$ cat src/rtl/iagc_pkg.sv
// iagc_pkg: shared definitions for the Zmod Scope gain controller.
// Holds the status/state codes, the sample field positions inside the
// 32-bit ADC stream word, the magnitude type and the saturating abs helper.
package iagc_pkg;

    // Status codes; the FSM state encoding is the status code itself.
    localparam logic [3:0] IAGC_STATUS_RESET     = 4'b0000;
    localparam logic [3:0] IAGC_STATUS_WAIT_INIT = 4'b0001;
    localparam logic [3:0] IAGC_STATUS_MEASURE   = 4'b0010;
    localparam logic [3:0] IAGC_STATUS_DECIDE    = 4'b0011;
    localparam logic [3:0] IAGC_STATUS_SETTLE    = 4'b0100;

    typedef enum logic [3:0] {
        ST_IDLE      = IAGC_STATUS_RESET,
        ST_WAIT_INIT = IAGC_STATUS_WAIT_INIT,
        ST_MEASURE   = IAGC_STATUS_MEASURE,
        ST_DECIDE    = IAGC_STATUS_DECIDE,
        ST_SETTLE    = IAGC_STATUS_SETTLE
    } iagc_state_t;

    // Channel sample positions inside the ADC stream word.
    localparam int CH1_MSB = 31;
    localparam int CH1_LSB = 18;
    localparam int CH2_MSB = 15;
    localparam int CH2_LSB = 2;

    // Peak magnitudes are 13 bits unsigned; |-8192| is clipped to 8191.
    localparam int MAG_WIDTH = 13;
    typedef logic [MAG_WIDTH-1:0] iagc_mag_t;
    localparam iagc_mag_t MAG_MAX = '1;

    // Saturating absolute value of a 14-bit two's complement sample.
    // For any negative value other than -8192 the true magnitude fits in
    // 13 bits, so negating only the low 13 bits gives the exact result.
    function automatic iagc_mag_t sat_abs(input logic [13:0] x);
        if (x == 14'h2000) begin
            return MAG_MAX;
        end
        if (x[13]) begin
            return ~x[12:0] + 13'd1;
        end
        return x[12:0];
    endfunction

endpackage

$ cat src/rtl/iagc_peak_detector.sv
// iagc_peak_detector: running peak of |sample| for one channel.
// The peak register is cleared while i_clear is high and otherwise grows
// to the largest saturated magnitude seen on strobed samples.
module iagc_peak_detector
    import iagc_pkg::*;
(
    input  logic        i_sys_clock,
    input  logic        i_reset_n,
    input  logic        i_clear,
    input  logic        i_strobe,
    input  logic [13:0] i_sample,
    output logic [12:0] o_peak
);

    logic [12:0] w_mag;
    logic [12:0] r_peak;

    assign w_mag  = sat_abs(i_sample);
    assign o_peak = r_peak;

    // Track the largest magnitude seen since the last clear.
    always_ff @(posedge i_sys_clock) begin
        if (!i_reset_n) begin
            r_peak <= '0;
        end else if (i_clear) begin
            r_peak <= '0;
        end else if (i_strobe && (w_mag > r_peak)) begin
            r_peak <= w_mag;
        end
    end

endmodule

$ cat src/rtl/iagc_controller.sv
// iagc_controller: closed-loop gain relay controller for the Zmod Scope.
// Measures per-channel peak magnitude over fixed sample windows, switches
// each channel's gain relay with hysteresis and waits for relays to settle.
// Optional feature macro: IAGC_OVERRIDE_EN adds manual gain override ports.
module iagc_controller
    import iagc_pkg::*;
#(
    parameter int ZMOD_DATA_SIZE   = 14,
    parameter int AXIS_DATA_SIZE   = 32,
    parameter int IAGC_STATUS_SIZE = 4,
    parameter int WINDOW_SAMPLES   = 1024,
    parameter int SETTLE_CYCLES    = 100000,
    parameter int HIGH_THRESHOLD   = 7800,
    parameter int LOW_THRESHOLD    = 300
) (
    input  logic                        i_sys_clock,
    input  logic                        i_reset_n,
    input  logic                        i_enable,
    input  logic                        i_init_done,
    input  logic [AXIS_DATA_SIZE-1:0]   i_adc_data,
    input  logic                        i_adc_data_valid,
`ifdef IAGC_OVERRIDE_EN
    input  logic                        i_override,
    input  logic                        i_override_ch1_gain,
    input  logic                        i_override_ch2_gain,
`endif
    output logic                        o_adc_data_ready,
    output logic                        o_ch1_gain,
    output logic                        o_ch2_gain,
    output logic                        o_gain_update,
    output logic [IAGC_STATUS_SIZE-1:0] o_iagc_status
);

    localparam int WIN_W    = $clog2(WINDOW_SAMPLES + 1);
    localparam int SETTLE_W = $clog2(SETTLE_CYCLES + 1);

    localparam logic [WIN_W-1:0]    WIN_LAST    = WIN_W'(WINDOW_SAMPLES - 1);
    localparam logic [SETTLE_W-1:0] SETTLE_LAST = SETTLE_W'(SETTLE_CYCLES - 1);

    localparam iagc_mag_t HIGH_T = iagc_mag_t'(HIGH_THRESHOLD);
    localparam iagc_mag_t LOW_T  = iagc_mag_t'(LOW_THRESHOLD);

    iagc_state_t         r_state;
    logic                r_ch1_gain;
    logic                r_ch2_gain;
    logic                r_gain_update;
    logic                r_ready;
    logic [WIN_W-1:0]    r_win_cnt;
    logic [SETTLE_W-1:0] r_settle_cnt;

    logic [ZMOD_DATA_SIZE-1:0] w_ch1_sample;
    logic [ZMOD_DATA_SIZE-1:0] w_ch2_sample;
    logic [12:0]               w_ch1_peak;
    logic [12:0]               w_ch2_peak;
    logic                      w_accept;
    logic                      w_last_sample;
    logic                      w_peak_clear;
    logic                      w_ch1_next;
    logic                      w_ch2_next;
    logic                      w_gain_change;
    logic                      w_unused_bits;

    assign w_ch1_sample  = i_adc_data[CH1_MSB:CH1_LSB];
    assign w_ch2_sample  = i_adc_data[CH2_MSB:CH2_LSB];
    assign w_unused_bits = ^{i_adc_data[CH1_LSB-1:CH2_MSB+1], i_adc_data[CH2_LSB-1:0]};

    // Only samples taken while measuring contribute to the peaks; samples
    // arriving in DECIDE, SETTLE or WAIT_INIT are accepted and dropped.
    assign w_accept      = (r_state == ST_MEASURE) && i_adc_data_valid && r_ready;
    assign w_last_sample = w_accept && (r_win_cnt == WIN_LAST);

    // Peaks stay cleared outside MEASURE, so every window starts from zero.
    // The DECIDE cycle still reads the old peak because the clear only
    // lands on the edge that leaves DECIDE.
    assign w_peak_clear = (r_state != ST_MEASURE);

    iagc_peak_detector u_peak_ch1 (
        .i_sys_clock (i_sys_clock),
        .i_reset_n   (i_reset_n),
        .i_clear     (w_peak_clear),
        .i_strobe    (w_accept),
        .i_sample    (w_ch1_sample),
        .o_peak      (w_ch1_peak)
    );

    iagc_peak_detector u_peak_ch2 (
        .i_sys_clock (i_sys_clock),
        .i_reset_n   (i_reset_n),
        .i_clear     (w_peak_clear),
        .i_strobe    (w_accept),
        .i_sample    (w_ch2_sample),
        .o_peak      (w_ch2_peak)
    );

`ifdef IAGC_OVERRIDE_EN
    logic w_ovr_active;
    logic w_ovr_change;

    assign w_ovr_active = i_override && (r_state != ST_IDLE);
    assign w_ovr_change = w_ovr_active &&
                          ((i_override_ch1_gain != r_ch1_gain) ||
                           (i_override_ch2_gain != r_ch2_gain));
`endif

    // Hysteresis decision per channel: leave high gain only above the high
    // threshold, leave low gain only below the low threshold.
    always_comb begin
        w_ch1_next = r_ch1_gain;
        w_ch2_next = r_ch2_gain;
`ifdef IAGC_OVERRIDE_EN
        if (!w_ovr_active) begin
`else
        begin
`endif
            if (r_ch1_gain && (w_ch1_peak > HIGH_T)) begin
                w_ch1_next = 1'b0;
            end else if (!r_ch1_gain && (w_ch1_peak < LOW_T)) begin
                w_ch1_next = 1'b1;
            end
            if (r_ch2_gain && (w_ch2_peak > HIGH_T)) begin
                w_ch2_next = 1'b0;
            end else if (!r_ch2_gain && (w_ch2_peak < LOW_T)) begin
                w_ch2_next = 1'b1;
            end
        end
    end

    assign w_gain_change = (w_ch1_next != r_ch1_gain) || (w_ch2_next != r_ch2_gain);

    // Main controller FSM with registered status, gains, update pulse and ready.
    always_ff @(posedge i_sys_clock) begin
        if (!i_reset_n) begin
            r_state       <= ST_IDLE;
            r_ch1_gain    <= 1'b0;
            r_ch2_gain    <= 1'b0;
            r_gain_update <= 1'b0;
            r_ready       <= 1'b0;
            r_win_cnt     <= '0;
            r_settle_cnt  <= '0;
        end else if (!i_enable) begin
            r_state       <= ST_IDLE;
            r_ch1_gain    <= 1'b0;
            r_ch2_gain    <= 1'b0;
            r_gain_update <= 1'b0;
            r_ready       <= 1'b0;
            r_win_cnt     <= '0;
            r_settle_cnt  <= '0;
        end else begin
            r_gain_update <= 1'b0;
            r_ready       <= 1'b1;
            if (r_state != ST_MEASURE) begin
                r_win_cnt <= '0;
            end
`ifdef IAGC_OVERRIDE_EN
            if (w_ovr_change) begin
                r_ch1_gain    <= i_override_ch1_gain;
                r_ch2_gain    <= i_override_ch2_gain;
                r_gain_update <= 1'b1;
                r_settle_cnt  <= '0;
                r_state       <= ST_SETTLE;
            end else
`endif
            begin
                case (r_state)
                    ST_IDLE: begin
                        r_state <= ST_WAIT_INIT;
                    end
                    ST_WAIT_INIT: begin
                        if (i_init_done) begin
                            r_state <= ST_MEASURE;
                        end
                    end
                    ST_MEASURE: begin
                        if (!i_init_done) begin
                            r_state <= ST_WAIT_INIT;
                        end else if (w_last_sample) begin
                            r_state <= ST_DECIDE;
                        end else if (w_accept) begin
                            r_win_cnt <= r_win_cnt + WIN_W'(1);
                        end
                    end
                    ST_DECIDE: begin
                        if (!i_init_done) begin
                            r_state <= ST_WAIT_INIT;
                        end else if (w_gain_change) begin
                            r_ch1_gain    <= w_ch1_next;
                            r_ch2_gain    <= w_ch2_next;
                            r_gain_update <= 1'b1;
                            r_settle_cnt  <= '0;
                            r_state       <= ST_SETTLE;
                        end else begin
                            r_state <= ST_MEASURE;
                        end
                    end
                    ST_SETTLE: begin
                        if (!i_init_done) begin
                            r_state <= ST_WAIT_INIT;
                        end else if (r_settle_cnt == SETTLE_LAST) begin
                            r_state <= ST_MEASURE;
                        end else begin
                            r_settle_cnt <= r_settle_cnt + SETTLE_W'(1);
                        end
                    end
                    default: begin
                        r_state <= ST_IDLE;
                    end
                endcase
            end
        end
    end

    assign o_adc_data_ready = r_ready;
    assign o_ch1_gain       = r_ch1_gain;
    assign o_ch2_gain       = r_ch2_gain;
    assign o_gain_update    = r_gain_update;
    assign o_iagc_status    = IAGC_STATUS_SIZE'(r_state);

endmodule
$ cat config.mk
export PLATFORM = sky130hd
export DESIGN_NAME = iagc_controller
export DESIGN_NICKNAME = d
export VERILOG_FILES = /design/src/rtl/iagc_pkg.sv /design/src/rtl/iagc_peak_detector.sv /design/src/rtl/iagc_controller.sv
export SDC_FILE = /design/constraint.sdc
export NUM_CORES = 1
export LEC_CHECK = 0
export CORE_UTILIZATION = 58
export CTS_CLUSTER_DIAMETER = 30
export DETAILED_ROUTE_END_ITERATION = 6
export PLACE_DENSITY = 0.79
export SYNTH_ARGS = -nofsm -noshare
export SYNTH_HDL_FRONTEND = slang
export SYNTH_SLANG_ARGS = --single-unit
$ cat constraint.sdc
create_clock -name i_sys_clock -period 4.14 [get_ports i_sys_clock]
set_input_delay 0.621 -clock i_sys_clock [delete_from_list [all_inputs] [get_ports i_sys_clock]]
set_output_delay 0.621 -clock i_sys_clock [all_outputs]
set_load 0.03 [all_outputs]
==> reports/qor.csv, run 1 <==
stage,metric,value,unit
clock_network,hold_buffers,0,
logic_synthesis,ys_ff_latch,61,
placed_design,dp_hpwl,7628,um
detailed_routing,wl_per_cell,14.77,um
logic_synthesis,synth_edf_count,0,
pwr,p_sw,375.0,uW
critical_path,cp.required,4.35,ns
floorplanning,initial_core_util,61.40,%
pwr,swShare,28.00,%
run,drv_cap,0,
floorplanning,die_h,87.97,um
timing,hold_slack,0.4813,ns
timing,rsz0062_at_grt,false,
logic_synthesis,postSynthCellCount,552,
clock_network,cts.path.max_buffers,2,
detailed_routing,final_antenna_net_count,0,
pwr,peakVddDrop,0.1965,mV
detailed_routing,dr.pass1.iters,4,
detailed_routing,drt-initial-drc-count,236,
layout,area_growth,17.22,%
timing,finalMaxSlewViolations,0,
grt,overflow,0,
clock_network,tritoncts,built,
timing,tightest_slew,0.8483,ns
logic_synthesis,avgSynthCellArea,7.766,sq um
critical_path,cp_max_fo,13,
pwr,p_seq_share,44.1,%
critical_path,crit_path_end_kind,flip-flop,
layout,regArea,1221,sq um
logic_synthesis,yosys_warnings,0,
timing,fmax,271.0,MHz
critical_path,r2r-start,u_peak_ch1.o_peak[12]$_SDFFE_PP0P_,
floorplanning,io_pins,45,
pwr,leakage,1.755,nW
critical_path,criticalPathCategory,in2reg,
clock_network,root_buffer,clkbuf_8,
min_path,min-delay-start,u_peak_ch2.o_peak[5]$_SDFFE_PP0P_,
clock_network,insertion_delay,0.35,ns
logic_synthesis,synth.area.top_cells,"dfxtp_1 (28%), ha_1 (8.8%), nand2_1 (6.2%)",
timing,hold_viol_final,0,
grt,antenna_found_initial,0,
grt,grt_pass1_wl,17220,um
logic_synthesis,ys_types,60,
layout,multi_input_area,2844,sq um
floorplanning,core,6982,sq um
logic_synthesis,synth_top_area_share,28.49,%
clock_network,cts_resized,0,
timing,fin_tns_setup,0,ns
floorplanning,die_x,87.97,um
clock_network,cts_inserted_buffers,9,
logic_synthesis,synth.most_common_cell,nand2_1,
timing,setup_viol,0,
clock_network,clock_sinks,61,
timing,period_share,89.12,%
clock_network,clkTransAtPathRegs,0.08,ns
pwr,pwr-share-clk,41.4,%
placed_design,place.gp.congestion,0.8473,
critical_path,startpoint,i_adc_data[21],
logic_synthesis,synth_seq_area_share,28.49,%
pwr,p_int,964.5,uW
min_path,hold_class,reg2reg,
floorplanning,die_area,7739,sq um
logic_synthesis,synth_commonest_cells,"nand2_1 (71), dfxtp_1 (61), nor2_1 (44)",
logic_synthesis,yosys.area.top_type,dfxtp_1,
logic_synthesis,synth_area,4287,sq um
floorplanning,rows,30,
detailed_routing,via_count,4140,
critical_path,arrival,3.90,ns
detailed_routing,viasPerCell,5.931,
logic_synthesis,syn_nets,619,
layout,nets,664,
timing,slew_headroom,43.44,%
logic_synthesis,synthArstFlopShare,0,%
grt,grtUsageTotal,28.31,%
pwr,power_density,266.6,nW/um^2
timing,fin_skew,0.01011,ns
detailed_routing,drc,0,
detailed_routing,routed_wl,10310,um
clock_network,cts-htree-levels,3,
layout,num_antenna_cells,0,
grt,grt_pass1_vias,3869,
layout,drive_gt1_share,6.312,%
critical_path,startpoint_type,input port,
layout,num-fill-cells,583,
grt,grt_max_degree,27,
layout,fin_util,71.97,%
pwr,share_comb_of_total_power,14.5,%
clock_network,post_cts_buffers,0,
logic_synthesis,synth_top_flop_cell,dfxtp_1,
run_status,status,completed,
timing,period_needed,3.690,ns
placed_design,portBuffers,39,
-- cell type report --
cell class              count  area share (%)
clock buffers               9           2.465
flip-flops and latches     61           24.30
clock inverters             7           1.619
inverters                  37           2.764
well taps                  96           2.390
multi-input cells         435           56.60
repair buffers             53           9.861
-- sequential cells by signal (all words and copies together), names as in the netlist --
| name | count |
|---|---|
| o_ch2_gain | 1 |
| o_iagc_status | 3 |
| u_peak_ch2.o_peak | 13 |
| o_adc_data_ready | 1 |
| o_ch1_gain | 1 |
| o_gain_update | 1 |
| r_settle_cnt | 17 |
| u_peak_ch1.o_peak | 13 |
| r_win_cnt | 11 |
-- cells in the final DEF (no fill, tap or decap), types with 5 or more instances in the layout --
cell type        synthesis  routed
nand2_1                 71      71
a21o_1                   6       6
inv_1                   35      35
dfxtp_1                 61      61
nand3_1                 27      27
ha_1                    30      30
mux2i_1                 16      16
nor2_1                  44      44
nand4_1                 15      15
clkbuf_8                 0       9
o21ai_0                 16      16
xnor2_1                 14      14
or3_1                    5       5
a21oi_1                 35      35
xor2_1                  17      17
a31oi_1                  9       8
a211o_1                  6       6
nor4_1                   6       6
clkdlybuf4s50_1          0      39
nor3b_1                  5       5
o211ai_1                 7       7
buf_4                    2      14
nor3_1                  34      34
o31ai_1                  6       6
and3_1                   7       7
-- worst paths after layout --
kind                                        to  slack, ns  cells after the start
max          u_peak_ch1.o_peak[5]$_SDFFE_PP0P_       0.45                     12
min          u_peak_ch2.o_peak[5]$_SDFFE_PP0P_       0.48                      2
max reg2reg      r_settle_cnt[12]$_SDFFE_PN0P_       1.42                      6
min reg2reg  u_peak_ch2.o_peak[5]$_SDFFE_PP0P_       0.48                      2
-- routing by layer --
layer	global-route usage, %	up-vias	wire length, um
met5	0	-	0
li1	-	2094	-
met3	5.749	26	325
met1	33.93	1943	4649
met2	50.11	77	5142
met4	9.836	0	195
-- stage by stage --
step                area (sq um)  total power [mW]  cells  setup WS (ns)
global route                5025             1.394    698         0.2194
finish                      5025             1.340    698         0.4504
global placement            4820            0.7878    682         0.1892
detailed placement          4820            0.7949    682         0.1303
floorplan                   4287            0.7187    552         0.4953
CTS                         5025             1.346    698         0.4842
-- logic make-up (layout without fill, tap and decap cells) --
kind of cell | after synthesis | count (layout) | synth area share [%]
xor+xnor | 31 | 31 | 6.334
fa+ha+maj | 30 | 30 | 8.757
buf+inv | 56 | 106 | 5.312
other cells | 1 | 1 | 0.08748
flops | 61 | 61 | 28.49
simple gates | 246 | 246 | 29.31
compound gates | 109 | 109 | 17.46
mux | 18 | 18 | 4.261
-- power groups by stage --
| stage | logic [mW] | registers, mW | clock network (mW) |
|---|---|---|---|
| 3_5_place_dp | 0.191 | 0.604 | 0 |
| 6_report | 0.194 | 0.591 | 0.555 |
| 4_1_cts | 0.192 | 0.590 | 0.563 |
| 3_3_place_gp | 0.184 | 0.604 | 0 |
| 5_1_grt | 0.213 | 0.591 | 0.589 |
| 2_1_floorplan | 0.112 | 0.607 | 0 |
-- critical path: stages --
cell and delay, ns:
clkdlybuf4s50_1 0.47, or3_1 0.43, or4_1 0.53, a21bo_2 0.22, o21ai_0 0.09, ha_1 0.29, a21o_1 0.19, a21oi_1 0.14
nor2b_1 0.07, o31a_1 0.46, nor3_1 0.29, nor3_1 0.09
Power figures use the tool's default switching activity.
==> inputs of run 2 (changes only) <==
- GPL_TIMING_DRIVEN: unset -> 0
==> run 2 against run 1 <==
  * Clock skew is 0.0030 ns higher
  * Sequential power hardly changed
  * Clock power is 3% lower
  * Fmax is 6.8% lower
  * Total power decreased by 1.2%
  * Core utilization up 0.11 points
  * Register-to-register slack better by 0.26 ns
  * Highest routed layer unchanged
  * Non-clock buffer count increased by 5
  * Count of clock-buffer cells in the layout increased by 2
  * First-iteration DRC count is 5.5% lower
  * Sequential cell count unchanged
==> reports/qor.csv, run 2 (synthesized netlist as in run 1, its figures left out) <==
stage,metric,value,unit
run_status,status,completed,
floorplanning,core,6982,sq um
detailed_routing,wl_per_cell,14.28,um
clock_network,cts-htree-levels,3,
timing,rsz0062_at_grt,true,
timing,fin_ws,0.1818,ns
critical_path,cp.required,4.41,ns
timing,finalMaxSlewViolations,0,
detailed_routing,final_antenna_net_count,0,
placed_design,placed_cells,686,
layout,num-fill-cells,561,
clock_network,tritoncts,built,
pwr,p_sw,350.7,uW
timing,period_needed,3.958,ns
timing,hold_slack,0.4631,ns
detailed_routing,dr.pass1.iters,5,
detailed_routing,drt-initial-drc-count,223,
placed_design,place.gp.congestion,0.9212,
detailed_routing,routed_wl,10040,um
min_path,hold_class,reg2reg,
floorplanning,rows,30,
pwr,share_comb_of_total_power,14.7,%
layout,multi_input_area,2868,sq um
pwr,p_seq_share,44.6,%
grt,grt_pass1_wl,16800,um
clock_network,clock_sinks,61,
run,drv_cap,0,
grt,grt_max_degree,12,
timing,fin_tns_setup,0,ns
placed_design,dp_hpwl,7717,um
layout,area_growth,17.40,%
clock_network,insertion_delay,0.34,ns
timing,setup_viol,0,
pwr,peakVddDrop,0.2040,mV
layout,largest_register_ffs,17,
critical_path,r2r-start,u_peak_ch1.o_peak[12]$_SDFFE_PP0P_,
floorplanning,die_h,87.97,um
floorplanning,die_x,87.97,um
floorplanning,initial_core_util,61.40,%
timing,fmax,252.6,MHz
timing,fin_skew,0.01307,ns
clock_network,hold_buffers,0,
critical_path,startpoint_type,input port,
grt,grtUsageTotal,27.36,%
timing,hold_viol_final,0,
clock_network,cts_inserted_buffers,9,
critical_path,arrival,4.23,ns
detailed_routing,viasPerCell,5.863,
grt,antenna_found_initial,0,
detailed_routing,drc,0,
critical_path,cp_max_fo,10,
layout,drive_gt1_share,5.766,%
placed_design,post-place-ws,-0.5276,ns
layout,final_common_cell,nand2_1,
clock_network,clkTransAtPathRegs,0.07,ns
min_path,min-delay-start,u_peak_ch2.o_peak[7]$_SDFFE_PP0P_,
layout,num_antenna_cells,0,
layout,nets,669,
layout,fin_util,72.08,%
placed_design,portBuffers,38,
floorplanning,die_area,7739,sq um
grt,overflow,0,
critical_path,startpoint,i_adc_data[21],
clock_network,cts.path.max_buffers,2,
pwr,swShare,26.50,%
detailed_routing,via_count,4122,
layout,final_cells,703,
floorplanning,io_pins,45,
timing,period_share,95.61,%
grt,grt_pass1_vias,3923,
pwr,p_int,972.8,uW
pwr,leakage,1.734,nW
critical_path,criticalPathCategory,in2reg,
timing,slew_headroom,48.44,%
pwr,pwr-share-clk,40.7,%
layout,layout_common_cells,"nand2_1 (70), dfxtp_1 (61), nor2_1 (44)",
clock_network,root_buffer,clkbuf_8,
layout,top_register,r_settle_cnt,
timing,tightest_slew,0.7664,ns
layout,regArea,1221,sq um
pwr,power_density,263.0,nW/um^2
critical_path,crit_path_end_kind,flip-flop,
run 2: layout make-up:
class	instances	share of cell area, %
Clock inverter	5	1.169
Inverter	37	2.760
Sequential cell	61	24.27
Clock buffer	11	2.810
Buffer	19	1.914
Multi-Input combinational cell	435	56.99
Tap cell	96	2.387
Timing Repair Buffer	39	7.708
run 2: per-stage QoR:
step	area, sq um	power (mW)
floorplan	4287	0.7187
global placement	4787	0.7857
detailed placement	4787	0.7922
CTS	5007	1.328
global route	5032	1.378
finish	5032	1.323
run 2: metal layers:
layer | track usage [%] | wire length [um]
met5 | 0 | 0
met4 | 9.091 | 218
met3 | 6.032 | 384
met2 | 47.15 | 4730
met1 | 33.72 | 4703
run 2: power by group through the flow:
stage | Sequential, mW | Clock (mW) | Combinational, mW
after detailed placement | 0.604 | 0 | 0.188
after global routing | 0.591 | 0.571 | 0.216
after floorplan | 0.607 | 0 | 0.112
after global placement | 0.604 | 0 | 0.182
after CTS | 0.591 | 0.545 | 0.192
final | 0.591 | 0.538 | 0.195
run 2: timing repair:
| action | in CTS | in global routing |
|---|---|---|
| pin swaps | 1 | 0 |
| endpoints found under the setup margin | 20 | 20 |
| gates resized for setup | 2 | 10 |
| buffers inserted | 1 | 0 |
run 2: worst max-delay path: stages:
cell and delay (ns):
clkdlybuf4s50_1 0.47, or3_1 0.36, clkbuf_1 0.17, or4_1 0.55, a21bo_2 0.23, o21ai_0 0.10
ha_1 0.29, a21o_1 0.18, a21oi_1 0.14, nor2b_1 0.08, o31ai_1 0.47, clkbuf_2 0.31
nand3_1 0.10, a21oi_1 0.15
run 2: final timing paths:
check / endpoint / slack [ns] / cells past startpoint
hold reg to reg: u_peak_ch2.o_peak[7]$_SDFFE_PP0P_ / 0.46 / 2
setup reg to reg: r_settle_cnt[8]$_SDFFE_PN0P_ / 1.68 / 7
setup / recovery: u_peak_ch1.o_peak[12]$_SDFFE_PP0P_ / 0.18 / 14
hold / removal: u_peak_ch2.o_peak[7]$_SDFFE_PP0P_ / 0.46 / 2
==> inputs of run 3 (changes only) <==
- CORE_UTILIZATION: 58 -> 51
- CTS_CLUSTER_DIAMETER: 30 -> unset
- PLACE_DENSITY: 0.79 -> 0.71
==> run 3 against run 2 <==
  * Clock power is 22% higher
  * Sequential share of layout area is 0.45 points lower
  * Core utilization is 9.4 points lower
  * First-iteration DRC count is 38% lower
  * Hold slack hardly changed
  * Setup slack better by 0.058 ns
  * Combinational power hardly changed
  * Total power is 8.8% higher
  * Wire length is 0.86% higher
  * Final cell count is 1.6% higher
  * Highest routed layer unchanged
==> reports/qor.csv, run 3 (synthesized netlist as in run 1, its figures left out) <==
stage,metric,value,unit
floorplanning,core,8175,sq um
placed_design,portBuffers,38,
timing,hold_viol_final,0,
critical_path,r2r-end,r_settle_cnt[12]$_SDFFE_PN0P_,
timing,finalMaxSlewViolations,0,
timing,setup_viol,0,
timing,tightest_slew,0.8438,ns
detailed_routing,via_count,4090,
placed_design,place.gp.congestion,0.8531,
clock_network,clkTransAtPathRegs,0.07,ns
critical_path,rrSetupSlack,1.58,ns
floorplanning,io_pins,45,
min_path,min_to,u_peak_ch2.o_peak[7]$_SDFFE_PP0P_,
grt,grt_pass1_wl,16930,um
detailed_routing,wl_per_cell,14.18,um
detailed_routing,dr.pass1.iters,4,
timing,period_share,94.21,%
layout,num_antenna_cells,0,
layout,top_register,r_settle_cnt,
layout,final_common_cell,nand2_1,
critical_path,cp_max_fo,10,
timing,fin_tns_setup,0,ns
timing,fin_skew,0.008902,ns
clock_network,cts-htree-levels,3,
clock_network,tritoncts,built,
detailed_routing,viasPerCell,5.728,
critical_path,arrival,4.17,ns
layout,final_cells,714,
critical_path,r2r-start,u_peak_ch1.o_peak[9]$_SDFFE_PP0P_,
timing,slew_headroom,43.23,%
clock_network,cts.path.max_buffers,2,
critical_path,ff2ff_path_depth,7,
clock_network,root_buffer,clkbuf_8,
grt,grtUsageTotal,24.21,%
layout,nets,671,
critical_path,startpoint,i_adc_data[7],
clock_network,clock_sinks,61,
timing,fmax,256.4,MHz
pwr,peakVddDrop,0.2233,mV
layout,final_cell_area,5127,sq um
floorplanning,rows,33,
detailed_routing,routed_wl,10120,um
detailed_routing,drc,0,
layout,area_growth,19.61,%
layout,multi_input_area,2885,sq um
layout,regArea,1221,sq um
layout,layout_common_cells,"nand2_1 (70), dfxtp_1 (61), nor2_1 (44)",
layout,drive_gt1_share,6.732,%
floorplanning,die_h,93.68,um
layout,fin_util,62.72,%
min_path,holdPathStages,2,
floorplanning,die_area,8776,sq um
layout,largest_register_ffs,17,
grt,overflow,0,
critical_path,cp.required,4.41,ns
pwr,leakage,1.774,nW
detailed_routing,final_antenna_net_count,0,
run,drv_cap,0,
pwr,fin_total_pwr,1.440,mW
placed_design,place_area,4798,sq um
critical_path,startpoint_type,input port,
clock_network,insertion_delay,0.34,ns
clock_network,cts_inserted_buffers,9,
placed_design,dp_hpwl,7599,um
grt,antenna_found_initial,0,
floorplanning,initial_core_util,52.43,%
grt,grt_pass1_vias,3723,
min_path,min-delay-start,u_peak_ch2.o_peak[7]$_SDFFE_PP0P_,
layout,num-fill-cells,742,
clock_network,hold_buffers,0,
timing,period_needed,3.900,ns
run_status,status,completed,
critical_path,crit_path_end_kind,flip-flop,
critical_path,criticalPathCategory,in2reg,
min_path,hold_class,reg2reg,
pwr,power_density,280.8,nW/um^2
floorplanning,die_x,93.68,um
placed_design,placed_cells,695,
detailed_routing,drt-initial-drc-count,138,
grt,grt_max_degree,13,
## run 3: how the worst max path moves through the flow
stage                                                    end  slack (ns)  cells past startpoint
after floorplan           u_peak_ch2.o_peak[10]$_SDFFE_PP0P_        0.50                     13
after global placement     u_peak_ch1.o_peak[4]$_SDFFE_PP0P_       -0.57                     14
after detailed placement   u_peak_ch1.o_peak[3]$_SDFFE_PP0P_       -0.64                     14
after CTS                  u_peak_ch2.o_peak[8]$_SDFFE_PP0P_       0.001                     14
after global routing       u_peak_ch1.o_peak[4]$_SDFFE_PP0P_      -0.004                     14
final                      u_peak_ch2.o_peak[8]$_SDFFE_PP0P_        0.24                     14
## run 3: critical path, stage by stage
cell,delay [ns]
clkdlybuf4s50_1,0.47
nor4_4,0.41
nand4b_1,0.22
or4b_2,0.63
buf_2,0.19
o211ai_1,0.14
ha_1,0.19
nor2b_1,0.13
o21a_1,0.11
o21ai_0,0.07
a211o_1,0.30
a31oi_4,0.27
buf_6,0.22
mux2i_1,0.21
## run 3: layout make-up
class,count,area share (%)
multi-input cells,435,56.27
flip-flops and latches,61,23.82
repair buffers,41,7.857
inverters,37,2.709
well taps,105,2.562
clock buffers,9,2.416
clock inverters,7,2.416
plain buffers,19,1.952
## run 3: routing by layer
layer | track usage, % | vias up | routed length, um
met3 | 5.016 | 11 | 344
met5 | 0 | - | 0
met4 | 6.026 | 0 | 116
met1 | 30.69 | 1920 | 4676
met2 | 41.67 | 52 | 4986
li1 | - | 2107 | -
## run 3: repair_timing
action                     CTS  global route
pin swaps                    1             2
setup buffers                0             3
gates resized for setup      3            15
setup endpoints to repair   20            21
## run 3: through the flow
step	setup slack (ns)	hold WS (ns)
after floorplan	0.4953	0.4347
after global placement	-0.5682	0.4459
after detailed placement	-0.6416	0.4549
after CTS	0.001195	0.4649
after global routing	-0.003912	0.4980
final	0.2398	0.4632
## run 3: report_power, final
group	total [mW]	switching (mW)	internal [mW]
Sequential	0.591	0.00283	0.588
Combinational	0.194	0.105	0.0893
Clock	0.655	0.252	0.402
